===== config.mk =====
export PLATFORM = sky130hd
export DESIGN_NAME = ysyx_25040111_refill_axi_rd
export DESIGN_NICKNAME = d
export VERILOG_FILES = /design/src/rtl/ysyx_25040111_axi_pkg.sv /design/src/rtl/ysyx_25040111_axi_rchk.sv /design/src/rtl/ysyx_25040111_refill_axi_rd.sv
export SDC_FILE = /design/constraint.sdc
export NUM_CORES = 1
export LEC_CHECK = 0
export CAP_MARGIN = 0
export CORE_MARGIN = 4
export CORE_UTILIZATION = 41
export CTS_CLUSTER_SIZE = 16
export DETAILED_ROUTE_END_ITERATION = 10
export HOLD_SLACK_MARGIN = 0.02
export PLACE_DENSITY_LB_ADDON = 0.2
export SYNTH_ARGS = -nofsm -noshare
export SYNTH_HDL_FRONTEND = slang
export SYNTH_SLANG_ARGS = --single-unit

===== constraint.sdc =====
create_clock -name clock -period 2.75 [get_ports clock]
set_input_delay 0.4125 -clock clock [delete_from_list [all_inputs] [get_ports clock]]
set_output_delay 0.4125 -clock clock [all_outputs]
set_load 0.02 [all_outputs]

===== src/rtl/ysyx_25040111_axi_pkg.sv =====
// Shared AXI4 constants and refill FSM state encoding.
// Imported by the refill read master and its beat checker.
package ysyx_25040111_axi_pkg;

  localparam logic [1:0] BURST_INCR  = 2'b01;
  localparam logic [2:0] SIZE_4B     = 3'b010;

  localparam logic [1:0] RESP_OKAY   = 2'b00;
  localparam logic [1:0] RESP_EXOKAY = 2'b01;
  localparam logic [1:0] RESP_SLVERR = 2'b10;
  localparam logic [1:0] RESP_DECERR = 2'b11;

  typedef enum logic [1:0] {
    IDLE = 2'd0,
    ADDR = 2'd1,
    DATA = 2'd2
  } rd_state_e;

endpackage


===== src/rtl/ysyx_25040111_axi_rchk.sv =====
// R-beat protocol checker: rid match and rlast vs beat count.
// Only instantiated when YSYX_25040111_AXI_CHK_EN is defined.
module ysyx_25040111_axi_rchk
  import ysyx_25040111_axi_pkg::*;
#(
  parameter logic [3:0] ARID_VAL = 4'd0
) (
  input  logic [3:0] i_rid,
  input  logic       i_rlast,
  input  logic [7:0] i_cnt,
  input  logic [7:0] i_arlen,
  output logic       o_err,
  output logic       o_end
);

  logic w_id_bad;
  logic w_at_len;
  logic w_early;
  logic w_miss;

  assign w_id_bad = (i_rid != ARID_VAL);
  assign w_at_len = (i_cnt == i_arlen);
  assign w_early  = i_rlast & ~w_at_len;
  assign w_miss   = ~i_rlast & w_at_len;

  // The counter reaching arlen closes the burst even if rlast never comes.
  assign o_err = w_id_bad | w_early | w_miss;
  assign o_end = i_rlast | w_at_len;

endmodule


===== src/rtl/ysyx_25040111_refill_axi_rd.sv =====
// I-cache refill AXI4 read-burst master: one AR, beats out as rok pulses.
// Define YSYX_25040111_AXI_CHK_EN to add rid/rlast/beat-count checks.
module ysyx_25040111_refill_axi_rd
  import ysyx_25040111_axi_pkg::*;
#(
  parameter logic [3:0] ARID_VAL = 4'd0,
  parameter logic [7:0] MAX_LEN  = 8'd15
) (
  input  logic        clock,
  input  logic        reset,
  input  logic        rstart,
  input  logic [31:0] raddr,
  input  logic [7:0]  rlen,
  output logic        rok,
  output logic [31:0] rdata,
  output logic        rdone,
  output logic        rerr,
  output logic        busy,
  output logic        arvalid,
  input  logic        arready,
  output logic [31:0] araddr,
  output logic [3:0]  arid,
  output logic [7:0]  arlen,
  output logic [2:0]  arsize,
  output logic [1:0]  arburst,
  input  logic        rvalid,
  output logic        rready,
  input  logic [31:0] axi_rdata,
  input  logic [1:0]  rresp,
  input  logic        rlast,
  input  logic [3:0]  rid
);

  rd_state_e   r_state;
  logic [7:0]  r_cnt;
  logic        r_err;
  logic        r_arvalid;
  logic        r_rready;
  logic        r_rok;
  logic        r_rdone;
  logic        r_rerr;
  logic        r_busy;
  logic [31:0] r_rdata;
  logic [31:0] r_araddr;
  logic [7:0]  r_arlen;

  logic        w_rhs;
  logic        w_beat_err;
  logic        w_beat_end;
  logic        w_unused;

  assign w_rhs    = rvalid & r_rready;
  assign w_unused = ^{rresp[0], rid};

`ifdef YSYX_25040111_AXI_CHK_EN
  logic w_chk_err;
  logic w_chk_end;

  ysyx_25040111_axi_rchk #(
    .ARID_VAL (ARID_VAL)
  ) u_rchk (
    .i_rid   (rid),
    .i_rlast (rlast),
    .i_cnt   (r_cnt),
    .i_arlen (r_arlen),
    .o_err   (w_chk_err),
    .o_end   (w_chk_end)
  );

  assign w_beat_err = rresp[1] | w_chk_err;
  assign w_beat_end = w_chk_end;
`else
  assign w_beat_err = rresp[1];
  assign w_beat_end = rlast;
`endif

  // Refill FSM: latch request, hold AR until accepted, forward R beats.
  always_ff @(posedge clock or negedge reset) begin
    if (!reset) begin
      r_state   <= IDLE;
      r_cnt     <= 8'd0;
      r_err     <= 1'b0;
      r_arvalid <= 1'b0;
      r_rready  <= 1'b0;
      r_rok     <= 1'b0;
      r_rdone   <= 1'b0;
      r_rerr    <= 1'b0;
      r_busy    <= 1'b0;
      r_rdata   <= 32'd0;
      r_araddr  <= 32'd0;
      r_arlen   <= 8'd0;
    end else begin
      r_rok   <= 1'b0;
      r_rdone <= 1'b0;
      r_rerr  <= 1'b0;
      unique case (r_state)
        IDLE: begin
          if (rstart) begin
            r_araddr  <= raddr & ~32'h3;
            r_arlen   <= (rlen > MAX_LEN) ? MAX_LEN : rlen;
            r_cnt     <= 8'd0;
            r_err     <= 1'b0;
            r_busy    <= 1'b1;
            r_arvalid <= 1'b1;
            r_state   <= ADDR;
          end
        end
        ADDR: begin
          if (arready) begin
            r_arvalid <= 1'b0;
            r_rready  <= 1'b1;
            r_state   <= DATA;
          end
        end
        DATA: begin
          if (w_rhs) begin
            r_rok   <= 1'b1;
            r_rdata <= axi_rdata;
            r_cnt   <= r_cnt + 8'd1;
            r_err   <= r_err | w_beat_err;
            if (w_beat_end) begin
              r_rdone  <= 1'b1;
              r_rerr   <= r_err | w_beat_err;
              r_busy   <= 1'b0;
              r_rready <= 1'b0;
              r_state  <= IDLE;
            end
          end
        end
        default: r_state <= IDLE;
      endcase
    end
  end

  assign rok     = r_rok;
  assign rdata   = r_rdata;
  assign rdone   = r_rdone;
  assign rerr    = r_rerr;
  assign busy    = r_busy;
  assign arvalid = r_arvalid;
  assign araddr  = r_araddr;
  assign arlen   = r_arlen;
  assign rready  = r_rready;
  assign arid    = ARID_VAL;
  assign arsize  = SIZE_4B;
  assign arburst = BURST_INCR;

endmodule


== Word level (Yosys, flattened, before mapping) ==
Cells that the tools add are included.

* Flip-flop bits (word level): 79
* Latch bits: 0
* RAM bits: 0
* ROM bits: 0
* Input port bits: 84
* Memories: 0

* Add/sub/neg operators: 0
* $mul: 0
* Divide/modulo/power cells: 0
* Order comparisons: 1
* Equality and inequality tests: 6
* Shift-type cells: 0
* Mux-type cells: 25
* Bitwise logic cells: 2
* Reduce and logical (&&, ||, !) cells: 11

{| class="wikitable"
|+ Operators by type and width
! kind !! number
|-
| 1-bit two-way mux || 15
|-
| 4-bit AND reduction || 3
|-
| 8-bit by 4-bit greater-than comparator with 1-bit output (second input constant) || 1
|-
| 2-bit two-way mux || 4
|-
| 8-bit two-way mux || 1
|-
| 2-bit inequality test (second input constant) || 4
|-
| 1-bit one-hot mux with 2 select lines || 4
|-
| 2-bit one-hot mux with 3 select lines || 1
|-
| 3-bit AND reduction || 2
|-
| 2-bit nonzero test || 3
|-
| 2-bit AND reduction || 2
|-
| 2-bit by 1-bit equality test with 1-bit output (second input constant) || 1
|-
| 2-bit equality test (second input constant) || 1
|-
| 2-bit zero test || 1
|-
| 1-bit bitwise AND || 1
|-
| 1-bit OR || 1
|}

== Depth between registers and ports, before layout ==
Gate-level depths: netlist of the first run.

* Word-level depth: 4
* Mapped depth: 6
* Mapped depth without buffers: 4

== Worst setup path after synthesis of the first run ==
No wires, ideal clock.

* Path type: reg2reg
* Start: register r_state[0]
* End: register r_araddr[10], in the netlist araddr[10]
* Library setup time: 125 ps
* Arrival time: 1376 ps
* Data required time: 2625 ps
* Path slack: 1250 ps
* Stages on the path, launching flop included: 5
* Cell sequence: dfrtp_1 > buf_2 > nor3b_4 > buf_6 > mux2_2

* Longest elaborated chain between the ends: 2

{| class="wikitable"
|+ Ends and longest elaborated chain
! what !! line !! source
|-
| start, declared || ysyx_25040111_refill_axi_rd.sv:34 || <nowiki>rd_state_e r_state;</nowiki>
|-
| start signal, assigned || ysyx_25040111_refill_axi_rd.sv:80 || <nowiki>r_state <= IDLE;</nowiki>
|-
| start signal, assigned || ysyx_25040111_refill_axi_rd.sv:105 || <nowiki>r_state <= ADDR;</nowiki>
|-
| start signal, assigned || ysyx_25040111_refill_axi_rd.sv:112 || <nowiki>r_state <= DATA;</nowiki>
|-
| 2-bit zero test || ysyx_25040111_refill_axi_rd.sv:96 || <nowiki>unique case (r_state)</nowiki>
|-
| 2-bit AND reduction (no source line) || n/a ||
|-
| end signal, assigned || ysyx_25040111_refill_axi_rd.sv:99 || <nowiki>r_araddr <= raddr & ~32'h3;</nowiki>
|-
| end, declared || ysyx_25040111_refill_axi_rd.sv:44 || <nowiki>logic [31:0] r_araddr;</nowiki>
|}

Every way passes these cells.
A chain may end at the register's enable or synchronous reset.

== Final worst setup path of the first run ==
* Start: input rvalid
* End: register r_rdata[13], in the netlist rdata[13]

* Longest elaborated chain between the ends: 2

{| class="wikitable"
|+ Ends and longest elaborated chain
! what !! line !! source
|-
| start, declared || ysyx_25040111_refill_axi_rd.sv:26 || <nowiki>input logic rvalid,</nowiki>
|-
| 1-bit bitwise AND || ysyx_25040111_refill_axi_rd.sv:52 || <nowiki>assign w_rhs = rvalid & r_rready;</nowiki>
|-
| 2-bit AND reduction (no source line) || n/a ||
|-
| end signal, assigned || ysyx_25040111_refill_axi_rd.sv:118 || <nowiki>r_rdata <= axi_rdata;</nowiki>
|-
| end, declared || ysyx_25040111_refill_axi_rd.sv:43 || <nowiki>logic [31:0] r_rdata;</nowiki>
|}

Every way passes these cells.

==> results of run 1 <==
==> Yosys cell counts (2+ instances only) <==
| master | number |
|---|---|
| a21oi_1 | 5 |
| buf_2 | 5 |
| buf_4 | 12 |
| buf_6 | 3 |
| clkbuf_1 | 3 |
| conb_1 | 2 |
| dfrtp_1 | 79 |
| inv_1 | 4 |
| mux2_2 | 30 |
| mux2i_1 | 2 |
| nand2_1 | 100 |
| nand2b_1 | 2 |
| nand3_1 | 2 |
| nor2_1 | 11 |
| nor2b_1 | 4 |
| o21ai_0 | 2 |
==> logic make-up after synthesis <==
kind of cell	after synthesis	synth area share [%]
mux	32	11.65
simple gates	122	16.25
compound gates	9	1.670
flops	79	64.36
other cells	2	0.2445
buf+inv	28	5.824
==> power by group through the flow <==
| stage | combinational, mW | clock [mW] | sequential (mW) |
|---|---|---|---|
| floorplan | 0.724 | 0 | 2.50 |
| global placement | 2.46 | 0 | 1.92 |
| detailed placement | 2.50 | 0 | 1.95 |
| CTS | 2.51 | 1.04 | 1.93 |
| global route | 2.65 | 1.09 | 1.99 |
| finish | 2.47 | 1.00 | 1.92 |
==> worst max-delay path: stages <==
cell and delay, ns:
clkdlybuf4s50_1 0.45, nand4b_1 0.14, clkinv_1 0.57, buf_4 0.40
nand2_1 0.08, nand2_1 0.05
==> layout by cell type, fill, tap and decap left out, types with 3 or more instances in the layout <==
master           synthesis  final
buf_4                   12      5
nand2_1                100    100
inv_1                    4      4
bufinv_16                0      3
dfrtp_1                 79     79
nor2_1                  11     11
a21oi_1                  5      5
mux2_2                  30     30
clkdlybuf4s50_1          0    151
clkbuf_8                 0      9
nor2b_1                  4      4
conb_1                   2     11
==> area by class of cell <==
type                            instances  share of cell area, %
Tap cell                               99                  2.552
Inverter                                5                 0.3866
Clock inverter                          6                  2.242
Clock buffer                           10                  2.629
Timing Repair Buffer                  156                  31.91
Sequential cell                        79                  40.72
Multi-Input combinational cell        174                  19.56
==> per-layer routing <==
layer / global-route usage, % / part of all wire [%] / vias up
li1: - / - / 1145
met5: 0 / 0 / -
met4: 6.130 / 0.90 / 0
met3: 7.171 / 12 / 6
met1: 20.07 / 41 / 1117
met2: 25.59 / 46 / 102
==> through the flow <==
stage                     hold slack (ns)  setup WS, ns  power [mW]  utilization [%]  instances
after floorplan                    0.1169         1.250       3.226                -        281
after global placement             0.4567        0.5056       4.384            63.67        513
after detailed placement           0.4618        0.4900       4.448            63.67        513
after CTS                          0.2523        0.8224       5.477            66.93        529
after global routing               0.3023        0.6545       5.729            66.93        529
final                              0.2217        0.8628       5.390            66.93        529
==> path summary, 6_finish.rpt <==
path	start	endpoint	slack (ns)	cells after the start
worst max-delay path	rvalid	rdata[13]	0.86	6
worst min register to register	rdata[23]	rdata[23]	0.47	2
worst max register to register	r_state[0]	rdata[13]	0.86	5
min in group clock	rdata[23]	rdata[23]	0.47	2
worst min-delay path	reset	araddr[7]	0.22	1
max in group asynchronous	reset	r_state[1]	1.91	1
==> state kept, by name, summed over array words and instances (netlist names) <==
register  cells
araddr       30
rdone         1
busy          1
rerr          1
arlen         8
rdata        32
r_err         1
rready        1
arvalid       1
r_state       2
rok           1
==> impl_results.md, run 1 <==
* Die Footprint at ~8900 sq um
* Period minus WS final at 1.887 ns
* Status: complete, no violations
* Final ANT Viol Nets at 0
* Synthesized area per cell at ~11 sq um
* DRC errors left at 0
* I/O Pins at 171
* Clock Pin Slew Worst Setup and Hold Paths at 0.08 ns
* Setup bufs post-CTS at 0
* Clock H-tree levels at 3
* Cells after Synth at around 270
* Routed WL per cell at approximately 14 um
* Cell-internal power at 3.510 mW
* WL final at 7.237 mm
* #FFs+latches synth at 79
* Unique masters post-synth at 22
* Achievable Freq at between 500 and 600 MHz
* Critical path peak fanout at 25
* Synthesis warning total at 0
* Worst setup path class: primary input to flip-flop
* CP startpoint kind: primary input
* Crit. End Element: flip-flop
* Area contributors post-synth: dfrtp_1, nand2_1, mux2_2
* Largest net degree at the start of global routing at 80
* Pwr/cell area at 1110 nW/um^2
* Area Growth Syn to Fin at 58.04%
* Hold Path Class: primary input to async pin
* Clock buffer depth at 2
* Peak supply drop at between 500 and 600 uV
* Vias/cell at 4.480
* Sw power at 1.881 mW
* Hold Fails Final Rpt at 0
* FILL cells at 598
* Post-synth top flop: dfrtp_1
* Share of layout cells above drive strength 1 at 11.86%
* Fin Setup TNS at 0 ns
* Overflow after GRT at 0
* IO buf count at 152
* Area share of the largest cell type after synthesis at 64.36%
* Die Y at 94.56 um
* Number of CTS-inserted buffers at 9
* Worst EP arrival at 2.11 ns
* LEAKAGE at about 2.2 nW
* Area of the multi-input gates at 949.7 sq um
* CTS resizes at 0
* Seq. cell area at roughly 2000 sq um
* RSZ-0062 raised after global routing: false
* Core area at just over 7000 sq um
* Cell accounting for the most synthesized area: dfrtp_1
* Synthesized area at slightly above 3000 sq um
* Hold Buf Count CTS at 0
* FFs w/ async S/R, synth at 100.0%
* Crit share post-route at 68.63%
* Starting Density at between 40% and 50%
* Max cap viols at 0
* Clock Skew at between 0.01 and 0.015 ns
* CTS tree: done
* Seq pwr share at a little over a third
* CP Data Required Time at 2.98 ns
* Switching fraction of total power at 34.89%
* Vias in the first global route at 2365
* GRT Total Usage at 16.36%
* Nets at slightly above 500
* Sequential fraction of the synthesis area at 64.36%
* Post-route design area at 4855 sq um
* First-pass GRT wire length at 11.35 mm
* DR pass1 iterations at 4
* DR iter-0 viols at around 50
* CTS root buffer: clkbuf_8
* Initial antenna violation count at 0
* Final slew viol count at 0
* Combinational power share at 45.8%
* Diodes inserted at 0
* Dpl cell area at around 4600 sq um
* Clk sinks at 79
* Endpoints failing setup at 0
* Die width at 94.56 um
* FP Rows at 31
* Actual slew at the worst max-slew pin at between 0.9 and 1 ns
* Count of flip-flops with a built-in enable after synthesis at 0
* Post-detail-place hpwl at 5.289 mm
* Clock Latency Late Sink at 0.34 ns
* Gpl congestion at 0.7906
* Slew HR at 36.05%
* DR vias at around 2.4k
* Clock power frac at 18.6%
Power figures use the tool's default switching activity.
==> run 2: changes to the inputs <==
--- a/config.mk
+++ b/config.mk
@@ -7,7 +7,7 @@
 export LEC_CHECK = 0
 export CAP_MARGIN = 0
 export CORE_MARGIN = 4
-export CORE_UTILIZATION = 41
+export CORE_UTILIZATION = 38
 export CTS_CLUSTER_SIZE = 16
 export DETAILED_ROUTE_END_ITERATION = 10
 export HOLD_SLACK_MARGIN = 0.02
==> constraint.sdc (replaced) <==
create_clock -name clock -period 1.9 [get_ports clock]
set_input_delay 0.285 -clock clock [delete_from_list [all_inputs] [get_ports clock]]
set_output_delay 0.285 -clock clock [all_outputs]
set_load 0.02 [all_outputs]
==> impl_results.md, run 2 (synthesis results as in run 1) <==
* Die Footprint at 9585 sq um
* Most common cell after layout, fill and taps aside: clkdlybuf4s50_1
* WL final at roughly 7 mm
* Worst EP arrival at 1.39 ns
* Crit share post-route at 87.98%
* Achievable Freq at 598.2 MHz
* Share of layout cells above drive strength 1 at 12.04%
* Worst setup path class: flip-flop to primary output
* DR pass1 iterations at 4
* Cell-internal power at a little over 5 mW
* LEAKAGE at 2.221 nW
* Overflow after GRT at 0
* Number of CTS-inserted buffers at 9
* R2R Setup Slk at 0.41 ns
* Sw power at 2.698 mW
* Seq pwr share at 35.6%
* Crit-path leading delay family: buffers and inverters
* Die width at approximately 98 um
* Worst slack, placed at 0.1153 ns
* Clock H-tree levels at 3
* DR iter-0 viols at 34
* Pwr/cell area at 1593 nW/um^2
* RSZ-0062 raised after global routing: false
* Final slew viol count at 0
* Area Growth Syn to Fin at 59.76%
* Starting Density at between 30% and 40%
* Critical path peak fanout at 5
* CP startpoint kind: flip-flop
* Post-detail-place hpwl at 5.048 mm
* Clock Latency Late Sink at 0.34 ns
* Max cap viols at 0
* Commonest cells after routing, fill and taps aside: clkdlybuf4s50_1, nand2_1, dfrtp_1
* Vias in the first global route at around 2.4k
* Peak supply drop at 799.7 uV
* DR vias at 2327
* CP Data Required Time at 1.62 ns
* FP Rows at 32
* Largest net degree at the start of global routing at 80
* Hold Fails Final Rpt at 0
* Vias/cell at 4.358
* IO buf count at 152
* I/O Pins at 171
* Crit-path cells: clkdlybuf4s50_1
* Period minus WS final at between 1.5 and 2 ns
* Clk sinks at between 70 and 80
* Clock buffer depth at 2
* Die Y at 97.91 um
* Switching fraction of total power at 34.51%
* Core area at ~7800 sq um
* Diodes inserted at 0
* Clock Skew at between 0.008 and 0.009 ns
* Final ANT Viol Nets at 0
* Routed WL per cell at 13.28 um
* Nets at 511
* Crit. End Element: primary output
* CTS tree: done
* Largest register FFs at 32
* Setup bufs post-CTS at 0
* CTS resizes at 0
* Hold Path Class: primary input to flip-flop
* Worst setup margin at 0.2284 ns
* Buffers and inverters on the worst path at 1
* Clock Pin Slew Worst Setup and Hold Paths at approximately 0.07 ns
* First-pass GRT wire length at 11.81 mm
* Fin Setup TNS at 0 ns
* DRC errors left at 0
* Status: complete, no violations
* Combinational power share at 45.7%
* Endpoints failing setup at 0
* Initial antenna violation count at 0
* Critical-path cell with the highest stage delay: clkdlybuf4s50_1
* Crit path largest cell delay at 0.65 ns
* Clock power frac at 18.6%
* Hold Buf Count CTS at 1
* GRT Total Usage at 15.46%
* CTS root buffer: clkbuf_8
* Gpl congestion at 0.6960
[run 2: per-layer routing]
metal / global-route usage (%) / wire (um)
met1: 20.01 / 3171
met2: 22.77 / 3034
met3: 6.714 / 764
met4: 6.390 / 119
met5: 0 / 0
[run 2: area by class of cell]
type,count,area [sq um]
fill,671,2900
clock inverter,2,60.06
tap,102,127.6
inverter,5,18.77
timing repair buffer,158,1592
sequential,79,1977
multi-input combinational,174,949.7
clock buffer,14,182.7
[run 2: metrics by stage]
stage	instance area, sq um	instances	hold slack, ns	utilization [%]	power [mW]
after floorplan	3105	281	-0.01059	-	4.669
after global placement	4654	517	0.3453	59.62	6.363
after detailed placement	4654	517	0.3430	59.62	6.445
after CTS	4907	534	0.4432	62.85	7.938
after global routing	4907	534	0.4480	62.85	8.324
final	4907	534	0.4674	62.85	7.816
[run 2: power groups by stage]
stage | logic (mW) | registers [mW] | clock network [mW]
6_report | 3.57 | 2.79 | 1.46
2_1_floorplan | 1.05 | 3.62 | 0
4_1_cts | 3.63 | 2.80 | 1.51
5_1_grt | 3.83 | 2.90 | 1.60
3_5_place_dp | 3.62 | 2.83 | 0
3_3_place_gp | 3.57 | 2.79 | 0
[run 2: worst paths after layout]
check | start | to | depth (start not counted)
worst max-delay path | rready | rready | 1
worst min-delay path | axi_rdata[25] | rdata[25] | 3
worst max register to register | r_state[0] | araddr[24] | 3
worst min register to register | rdata[4] | rdata[4] | 2
max in group asynchronous | reset | rdata[10] | 3
min in group asynchronous | reset | araddr[20] | 3
